## config.mk

```make
export PLATFORM = sky130hd
export DESIGN_NAME = acondicionar_botones
export DESIGN_NICKNAME = d
export VERILOG_FILES = /design/src/rtl/acondicionar_botones.sv
export SDC_FILE = /design/constraint.sdc
export NUM_CORES = 1
export LEC_CHECK = 0
export CAP_MARGIN = 5
export CORE_UTILIZATION = 44
export CTS_CLUSTER_DIAMETER = 200
export DETAILED_ROUTE_END_ITERATION = 8
export GPL_TIMING_DRIVEN = 1
export PLACE_DENSITY = 0.63
export SETUP_SLACK_MARGIN = 0.02
export SLEW_MARGIN = 30
export SYNTH_ARGS = -nofsm -noshare
export SYNTH_HDL_FRONTEND = slang
export SYNTH_SLANG_ARGS = --single-unit
```

## constraint.sdc

```tcl
create_clock -name clk -period 8.05 [get_ports clk]
set_input_delay 0.805 -clock clk [delete_from_list [all_inputs] [get_ports clk]]
set_output_delay 0.805 -clock clk [all_outputs]
set_load 0.01 [all_outputs]
```

## src/rtl/acondicionar_botones.sv

```systemverilog
// Conditions four raw direction push-buttons into clean one-cycle move requests.
// Each channel: polarity fix -> 2-flop synchronizer -> debounce -> edge pulse with hold-to-repeat.
// Ports:
//   clk, reset                       : system clock, asynchronous active-high reset
//   btn_arriba/abajo/derecha/izquierda : raw asynchronous bouncing pins
//   arriba/abajo/derecha/izquierda   : registered one-cycle move-request pulses
//   presionado[3:0]                  : debounced pressed level {arriba, abajo, derecha, izquierda}
module acondicionar_botones #(
  parameter int DEBOUNCE_CYCLES = 500000,
  parameter int REPEAT_DELAY    = 25000000,
  parameter int REPEAT_RATE     = 5000000,
  parameter bit BTN_ACTIVE_LOW  = 1'b1
) (
  input  logic       clk,
  input  logic       reset,
  input  logic       btn_arriba,
  input  logic       btn_abajo,
  input  logic       btn_derecha,
  input  logic       btn_izquierda,
  output logic       arriba,
  output logic       abajo,
  output logic       derecha,
  output logic       izquierda,
  output logic [3:0] presionado
);

  localparam int CW   = (DEBOUNCE_CYCLES < 2) ? 1 : $clog2(DEBOUNCE_CYCLES + 1);
  localparam int TMAX = (REPEAT_DELAY > REPEAT_RATE) ? REPEAT_DELAY : REPEAT_RATE;
  localparam int TW   = (TMAX < 1) ? 1 : $clog2(TMAX + 1);

  localparam logic [CW-1:0] CNT_LAST   = CW'(DEBOUNCE_CYCLES - 1);
  // Timers are loaded with N-1 on the pulse edge so the next pulse lands exactly N edges later.
  localparam logic [TW-1:0] DELAY_LOAD = TW'((REPEAT_DELAY > 0) ? REPEAT_DELAY - 1 : 0);
  localparam logic [TW-1:0] RATE_LOAD  = TW'((REPEAT_RATE > 0) ? REPEAT_RATE - 1 : 0);

  typedef enum logic [1:0] {REPOSO, RETARDO, REPETIR} estado_t;

  logic [3:0] btn_act;
  logic [3:0] sync1_q;
  logic [3:0] sync2_q;
  logic [3:0] est_w;
  logic [3:0] pulso_w;

  // Polarity is normalised before the synchronizer so everything downstream is active-high.
  assign btn_act = {btn_arriba, btn_abajo, btn_derecha, btn_izquierda} ^ {4{BTN_ACTIVE_LOW}};

  always_ff @(posedge clk or posedge reset) begin
    if (reset) begin
      sync1_q <= '0;
      sync2_q <= '0;
    end else begin
      sync1_q <= btn_act;
      sync2_q <= sync1_q;
    end
  end

  for (genvar ch = 0; ch < 4; ch++) begin : g_canal
    logic          est_q;
    logic          est_d;
    logic [CW-1:0] cnt_q;
    logic [CW-1:0] cnt_d;
    logic [TW-1:0] tmr_q;
    logic          inh_q;
    logic          pulso_q;
    estado_t       estado_q;
    logic          subida;
    logic          bajada;

    // Debounce: counter runs only while the sample disagrees with the stable level.
    always_comb begin
      est_d = est_q;
      cnt_d = '0;
      if (sync2_q[ch] != est_q) begin
        if (cnt_q == CNT_LAST) begin
          est_d = ~est_q;
        end else begin
          cnt_d = cnt_q + 1'b1;
        end
      end
    end

    // Edges are taken from the next-state value so the pulse registers on the same edge as est.
    assign subida = ~est_q & est_d;
    assign bajada = est_q & ~est_d;

    always_ff @(posedge clk or posedge reset) begin
      if (reset) begin
        est_q    <= 1'b0;
        cnt_q    <= '0;
        tmr_q    <= '0;
        inh_q    <= 1'b0;
        pulso_q  <= 1'b0;
        estado_q <= REPOSO;
      end else begin
        est_q   <= est_d;
        cnt_q   <= cnt_d;
        pulso_q <= 1'b0;
        if (bajada) begin
          estado_q <= REPOSO;
          tmr_q    <= '0;
          inh_q    <= 1'b0;
        end else begin
          case (estado_q)
            REPOSO: begin
              if (subida) begin
                pulso_q <= 1'b1;
                tmr_q   <= DELAY_LOAD;
                if (REPEAT_DELAY == 0) begin
                  estado_q <= REPETIR;
                  inh_q    <= 1'b1;
                end else begin
                  estado_q <= RETARDO;
                end
              end
            end
            RETARDO: begin
              if (tmr_q == '0) begin
                pulso_q  <= 1'b1;
                estado_q <= REPETIR;
                if (REPEAT_RATE == 0) begin
                  inh_q <= 1'b1;
                end else begin
                  tmr_q <= RATE_LOAD;
                end
              end else begin
                tmr_q <= tmr_q - 1'b1;
              end
            end
            REPETIR: begin
              if (!inh_q) begin
                if (tmr_q == '0) begin
                  pulso_q <= 1'b1;
                  tmr_q   <= RATE_LOAD;
                end else begin
                  tmr_q <= tmr_q - 1'b1;
                end
              end
            end
            default: begin
              estado_q <= REPOSO;
              tmr_q    <= '0;
              inh_q    <= 1'b0;
            end
          endcase
        end
      end
    end

    assign est_w[ch]   = est_q;
    assign pulso_w[ch] = pulso_q;
  end

  assign presionado = est_w;
  assign arriba     = pulso_w[3];
  assign abajo      = pulso_w[2];
  assign derecha    = pulso_w[1];
  assign izquierda  = pulso_w[0];

endmodule
```

==> run_results.csv, run 1 <==
group,metric,value,unit
logic_synthesis,avgSynthCellArea,9.05,um2
timing,fmax,0.274,GHz
logic_synthesis,synth_top_area_share,0.455,
drt,wire_per_inst,14.9,um
layout,final_cell_area,12000,um2
cts,h-tree-depth,4,
drt,first_iter_violations,667,
drt,wl_met2,10.7,mm
pwr,irDropWorstVdd,0.121,mV
timing,timing.final.crit_period,3.65,ns
drt,drc,0,
timing,clock_skew,0.0175,ns
die,row_count,57,
drt,route.top_layer_used,"met4",
die,start_util,0.451,
cts,cts_resized,0,
global_routing,grt_pass1_wl,39.2,mm
critical_path,required,8.37,ns
place,dpl_cell_area,11400,um2
critical_path,startpoint,"g_canal[1].cnt_q[0]$_DFF_PP0_",
pwr,p_per_area,163,nW/um2
die,chipWidth,160,um
logic_synthesis,synthFlopType,"dfrtp_1",
die,dieArea,25600,um2
timing,worst_pin_slew,0.863,ns
timing,hold_viol,0,
drt,route.met3.wl,709,um
timing,relSlewSlack,0.418,
timing,timing.final.ws_setup,4.40,ns
die,die_h,160,um
cts,clk_pin_slew,0.07,ns
place,hpwl,15.1,mm
timing,holdWs,0.350,ns
critical_path,crit_slowest_cell,"and2_1",
critical_path,regToRegStartpoint,"g_canal[1].cnt_q[0]$_DFF_PP0_",
layout,seq_area,5000,um2
cts,postCtsHoldBufs,0,
hold_path,hp-class,"reg2reg",
critical_path,crit_type,"reg2reg",
place,dpl.cell_count,1505,
die,core_area,24400,um2
layout,drive_above_1_share,0.0561,
logic_synthesis,async_flop_share,1.00,
timing,drv_slew,0,
critical_path,critical_path.max_stage_delay,0.62,ns
pwr,total_power,1.95,mW
place,port_buffers,13,
critical_path,critPathBufInv,1,
layout,utilization,0.491,
flow_run,maxCapViolations,0,
drt,num_vias,8804,
logic_synthesis,synth_area_leaders,"dfrtp_1 46%, nor2_1 5.2%, ha_1 3.8%",
critical_path,worstPathCellList,"ha_1 -> nand4_1 -> nor4_1 -> mux2i_1 -> inv_1 -> ha_1 -> and2_1 -> nor2_1 -> o41a_1 -> a221o_1",
timing,fin_setup_tns,0,ns
global_routing,overflow,0,
drt,first_pass_iters,5,
layout,multi_input_area,5560,um2
global_routing,track_usage,0.183,
layout,fin_nets,1239,
logic_synthesis,synth_area,11000,um2
cts,cts_tree,"yes",
critical_path,crit_arrival,3.97,ns
cts,numCtsBuffers,17,
critical_path,end_kind,"flip-flop",
cts,cts_sinks,200,
logic_synthesis,synth-seq-cells,200,
layout,fillCellCount,2289,
timing,setup_viol,0,
global_routing,grt_pass1_vias,8177,
critical_path,crit_family,"simple AND/OR/NAND/NOR gates",
drt,detail-route-antenna-nets,0,
logic_synthesis,syn_nets,1254,
drt,via_per_inst,5.73,
logic_synthesis,yosys.area.top_type,"dfrtp_1",
drt,finalWirelength,22.9,mm
layout,diodes,0,
logic_synthesis,ys_types,70,
critical_path,crit_fanout,19,
cts,cts_setup_buffers,0,
critical_path,startpoint_type,"flip-flop",
place,preCtsSetupSlack,4.49,ns
cts,clk_latency,0.44,ns
cts,clockRootBuffer,"clkbuf_16",
layout,syn_to_final_growth,8.94,%
logic_synthesis,synth_seq_area_share,0.455,
pwr,leakage,5.36,nW
global_routing,grt_max_degree,138,
drt,wl_met1,11.4,mm
cts,cts_buffer_depth,2,
layout,fin_cells,1537,
timing,rsz0062_at_grt,"no",
place,gp_congestion,0.818,
die,pin_count,14,
logic_synthesis,yosys_warnings,0,
logic_synthesis,synth_cells,1215,
hold_path,min_from,"sync1_q[1]$_DFF_PP0_",
global_routing,antenna_found_initial,0,
timing,fin_crit_sh,0.454,
critical_path,cp_common_cell,"ha_1",
status,status,"completed",
logic_synthesis,synth_edf_count,0,
## worst reg2reg max path, delay by kind of cell (launching register included)
kind,cells,cell delay [ns]
AND/OR/NAND/NOR,4,1.46
AO/OA/AOI/OAI,2,0.72
adder cells (fa/ha/maj),2,0.57
flip-flops,1,0.40
multiplexers,1,0.29
buffers and inverters,1,0.09
## state kept, by name, summed over array words and instances, names as in the netlist
register          flops
g_canal.tmr_q       100
g_canal.cnt_q        76
g_canal.estado_q      8
g_canal.est_q         4
sync1_q               4
sync2_q               4
abajo                 1
arriba                1
derecha               1
izquierda             1
## report_power, final
| group | internal, mW | leakage (nW) | switching [mW] | total, mW |
|---|---|---|---|---|
| sequential | 1.01 | 2.77 | 0.00609 | 1.02 |
| combinational | 0.00888 | 2.30 | 0.0299 | 0.0388 |
| clock | 0.498 | 0.292 | 0.398 | 0.896 |
| total | 1.52 | 5.36 | 0.434 | 1.95 |
## metal layers
metal | GRT usage | up-vias
li1 | - | 4359
met1 | 0.259 | 4255
met2 | 0.294 | 171
met3 | 0.0288 | 19
met4 | 0.0472 | 0
met5 | 0 | -
## cells in the final DEF, fill, tap and decap left out, types with 8 or more instances in the layout
cell type and count:
or3_1 25, clkdlybuf4s50_1 13, or4_1 10, o211ai_1 16, o21ai_0 68, a21oi_1 59, a31oi_1 12, a211o_1 13
mux2i_1 10, o31ai_1 11, ha_1 33, o311ai_0 17, xnor2_1 46, nand3_1 45, dfrtp_1 200, clkbuf_16 17
or2_2 16, nor4_1 33, nor2_1 152, nor3_1 54, and2_1 8, and3_1 9, nand2_1 97, xor2_1 27
nand4_1 20, inv_1 57
## final timing paths
check	cells after the start	endpoint	slack [ns]
setup / recovery	10	g_canal[1].tmr_q[16]$_DFFE_PP0P_	4.40
hold / removal	0	sync2_q[1]$_DFF_PP0_	0.35
setup reg to reg	10	g_canal[1].tmr_q[16]$_DFFE_PP0P_	4.40
hold reg to reg	0	sync2_q[1]$_DFF_PP0_	0.35
max in group asynchronous	3	g_canal[1].tmr_q[5]$_DFFE_PP0P_	5.81
min in group asynchronous	2	g_canal[3].tmr_q[15]$_DFFE_PP0P_	0.89
## cells in the mapped netlist (6+ instances only)
master      n
xnor2_1    46
a21oi_1    59
nor2b_1     7
xor2_1     27
a21o_1      7
nand3_1    45
o311ai_0   17
o211ai_1   16
mux2i_1    10
a31oi_1    12
or2_2      16
nand3b_1    6
clkbuf_1   39
nor3_1     56
dfrtp_1   200
nand2_1    97
o21ai_0    68
ha_1       33
nor4_1     33
or3_1      25
and2_1      8
nand4_1    20
and3_1      9
nand2b_1    7
or4_1      10
a211o_1    13
inv_1      58
o31ai_1    11
nor2_1    152
## layout make-up
cell class | count | area share
Multi-Input combinational cell | 905 | 0.464
Clock inverter | 14 | 0.0157
Clock buffer | 18 | 0.0358
Tap cell | 324 | 0.0338
Sequential cell | 200 | 0.418
Inverter | 58 | 0.0192
Timing Repair Buffer | 18 | 0.0140
## cell families (layout without fill, tap and decap cells)
| family | Yosys count | in the layout | share of synthesized area |
|---|---|---|---|
| DFF | 200 | 200 | 0.455 |
| adders and majority gates | 33 | 33 | 0.0375 |
| xor gates and xnor gates | 73 | 73 | 0.0581 |
| and+or+nand+nor | 521 | 521 | 0.238 |
| AOI/OAI and AO/OA | 268 | 268 | 0.162 |
| buffers and inverters | 110 | 108 | 0.0406 |
| muxes | 10 | 10 | 0.00910 |
No activity file was read; power rests on OpenSTA's default activity.
==> run 2, diff against run 1 <==
- clock period: 8.05 -> 3.6 ns (I/O delays scaled with it)
==> run 2 against run 1 <==
Effect of this change:
- first-iteration DRC count is 2.7% lower
- design area increased by 1.6%
- sequential power is 120% higher
- power rose by 120%
- combinational power increased by 140%
- critical endpoint is now g_canal[2].tmr_q[7]$_DFFE_PP0P_
- largest cell class unchanged
- largest power group unchanged
==> run_results.csv, run 2 (synthesized netlist as in run 1, its figures left out) <==
group,metric,value,unit
status,status,"completed",
global_routing,grt_max_degree,52,
layout,fin_cells,1564,
critical_path,end_kind,"flip-flop",
flow_run,maxCapViolations,0,
layout,multi_input_area,5560,um2
die,dieArea,25600,um2
layout,fillCellCount,2332,
die,start_util,0.451,
timing,setup_viol,0,
die,pin_count,14,
cts,clk_pin_slew,0.07,ns
layout,fin_nets,1266,
timing,fin_crit_sh,0.913,
place,dpl.cell_count,1532,
place,hpwl,15.7,mm
global_routing,overflow,0,
layout,final_common_cell,"dfrtp_1",
cts,cts_tree,"yes",
die,core_area,24400,um2
layout,final_cell_mix,"200 x dfrtp_1, 151 x nor2_1, 97 x nand2_1",
drt,detail-route-antenna-nets,0,
place,preCtsSetupSlack,0.239,ns
pwr,irDropWorstVdd,0.244,mV
pwr,leakage,5.51,nW
place,gp_congestion,0.811,
timing,fmax,0.304,GHz
drt,finalWirelength,23.3,mm
timing,clock_skew,0.0112,ns
layout,regMostFlops,"g_canal.tmr_q",
timing,hold_viol,0,
die,die_h,160,um
critical_path,crit_arrival,3.62,ns
layout,top_regs,"g_canal.tmr_q: 100 flops, g_canal.cnt_q: 76 flops, g_canal.estado_q: 8 flops",
place,port_buffers,13,
timing,relSlewSlack,0.417,
drt,num_vias,8901,
layout,largest_reg_flops,100,
drt,first_iter_violations,649,
global_routing,track_usage,0.191,
cts,clockRootBuffer,"clkbuf_16",
drt,wire_per_inst,14.9,um
drt,drc,0,
layout,drive_above_1_share,0.0774,
critical_path,crit_fanout,6,
critical_path,required,3.94,ns
die,row_count,57,
layout,utilization,0.499,
cts,clk_latency,0.43,ns
cts,numCtsBuffers,17,
timing,timing.final.ws_setup,0.313,ns
pwr,p_per_area,352,nW/um2
cts,h-tree-depth,4,
timing,holdWs,0.351,ns
cts,cts_buffer_depth,2,
drt,first_pass_iters,5,
critical_path,r2r_cells,10,
critical_path,crit_type,"reg2reg",
timing,timing.final.crit_period,3.29,ns
drt,via_per_inst,5.69,
timing,drv_slew,0,
layout,syn_to_final_growth,10.7,%
hold_path,hp-class,"reg2reg",
die,chipWidth,160,um
global_routing,grt_pass1_vias,8484,
timing,fin_setup_tns,0,ns
critical_path,startpoint_type,"flip-flop",
layout,seq_area,5000,um2
timing,worst_pin_slew,0.875,ns
hold_path,min_delay_path_depth,0,
global_routing,grt_pass1_wl,41.0,mm
timing,rsz0062_at_grt,"no",
cts,cts_sinks,200,
layout,diodes,0,
global_routing,antenna_found_initial,0,
run 2: metal layers:
layer	track usage	vias to the layer above	share of wire
met1	0.270	4365	0.50
li1	-	4403	-
met3	0.0268	17	0.026
met4	0.0563	0	0.0095
met2	0.303	116	0.47
met5	0	-	0
run 2: power breakdown:
part           internal, mW  total (mW)  switching [mW]
clock network          1.06        1.92           0.858
registers              2.26        2.27          0.0133
logic                0.0262      0.0949          0.0687
total                  3.35        4.29           0.940
run 2: final timing paths:
kind	from	endpoint	slack (ns)
hold / removal	sync1_q[2]$_DFF_PP0_	sync2_q[2]$_DFF_PP0_	0.35
setup / recovery	g_canal[2].cnt_q[0]$_DFF_PP0_	g_canal[2].tmr_q[7]$_DFFE_PP0P_	0.31
hold reg to reg	sync1_q[2]$_DFF_PP0_	sync2_q[2]$_DFF_PP0_	0.35
max in group asynchronous	reset	g_canal[0].tmr_q[4]$_DFFE_PP0P_	2.35
setup reg to reg	g_canal[2].cnt_q[0]$_DFF_PP0_	g_canal[2].tmr_q[7]$_DFFE_PP0P_	0.31
min in group asynchronous	reset	izquierda$_DFF_PP0_	0.43
run 2: metrics by stage:
| step | area, um2 | power (mW) |
|---|---|---|
| 6_report | 12200 | 4.29 |
| 5_1_grt | 12200 | 4.45 |
| 4_1_cts | 12200 | 4.35 |
| 3_5_place_dp | 11600 | 2.42 |
| 3_3_place_gp | 11600 | 2.42 |
| 2_1_floorplan | 11000 | 2.38 |
run 2: timing repair:
action	in CTS	in global routing
setup buffers	0	0
resized for setup	0	3
hold buffers	0	0
setup endpoints to repair	0	18
run 2: cell type report:
cell class / instances / share of cell area
multi-input combinational: 905 / 0.456
timing repair buffer: 45 / 0.0335
clock inverter: 12 / 0.0103
inverter: 58 / 0.0182
clock buffer: 20 / 0.0375
tap: 324 / 0.0333
sequential: 200 / 0.411
run 2: worst max-delay path, cell delays in order, from the launching register on:
cell,delay (ns)
dfrtp_1,0.38
ha_1,0.21
nand4_1,0.18
nor3_1,0.38
mux2i_1,0.16
ha_1,0.27
or3b_2,0.50
nor2_1,0.26
o21ai_0,0.35
or3_1,0.43
o21ai_0,0.09
==> run 3, diff against run 2 <==
- SKIP_CTS_REPAIR_TIMING: not set -> 1
- TNS_END_PERCENT: not set -> 5
==> results of run 3 <==
Final layout, timing and power as in run 2 (identical DEF).
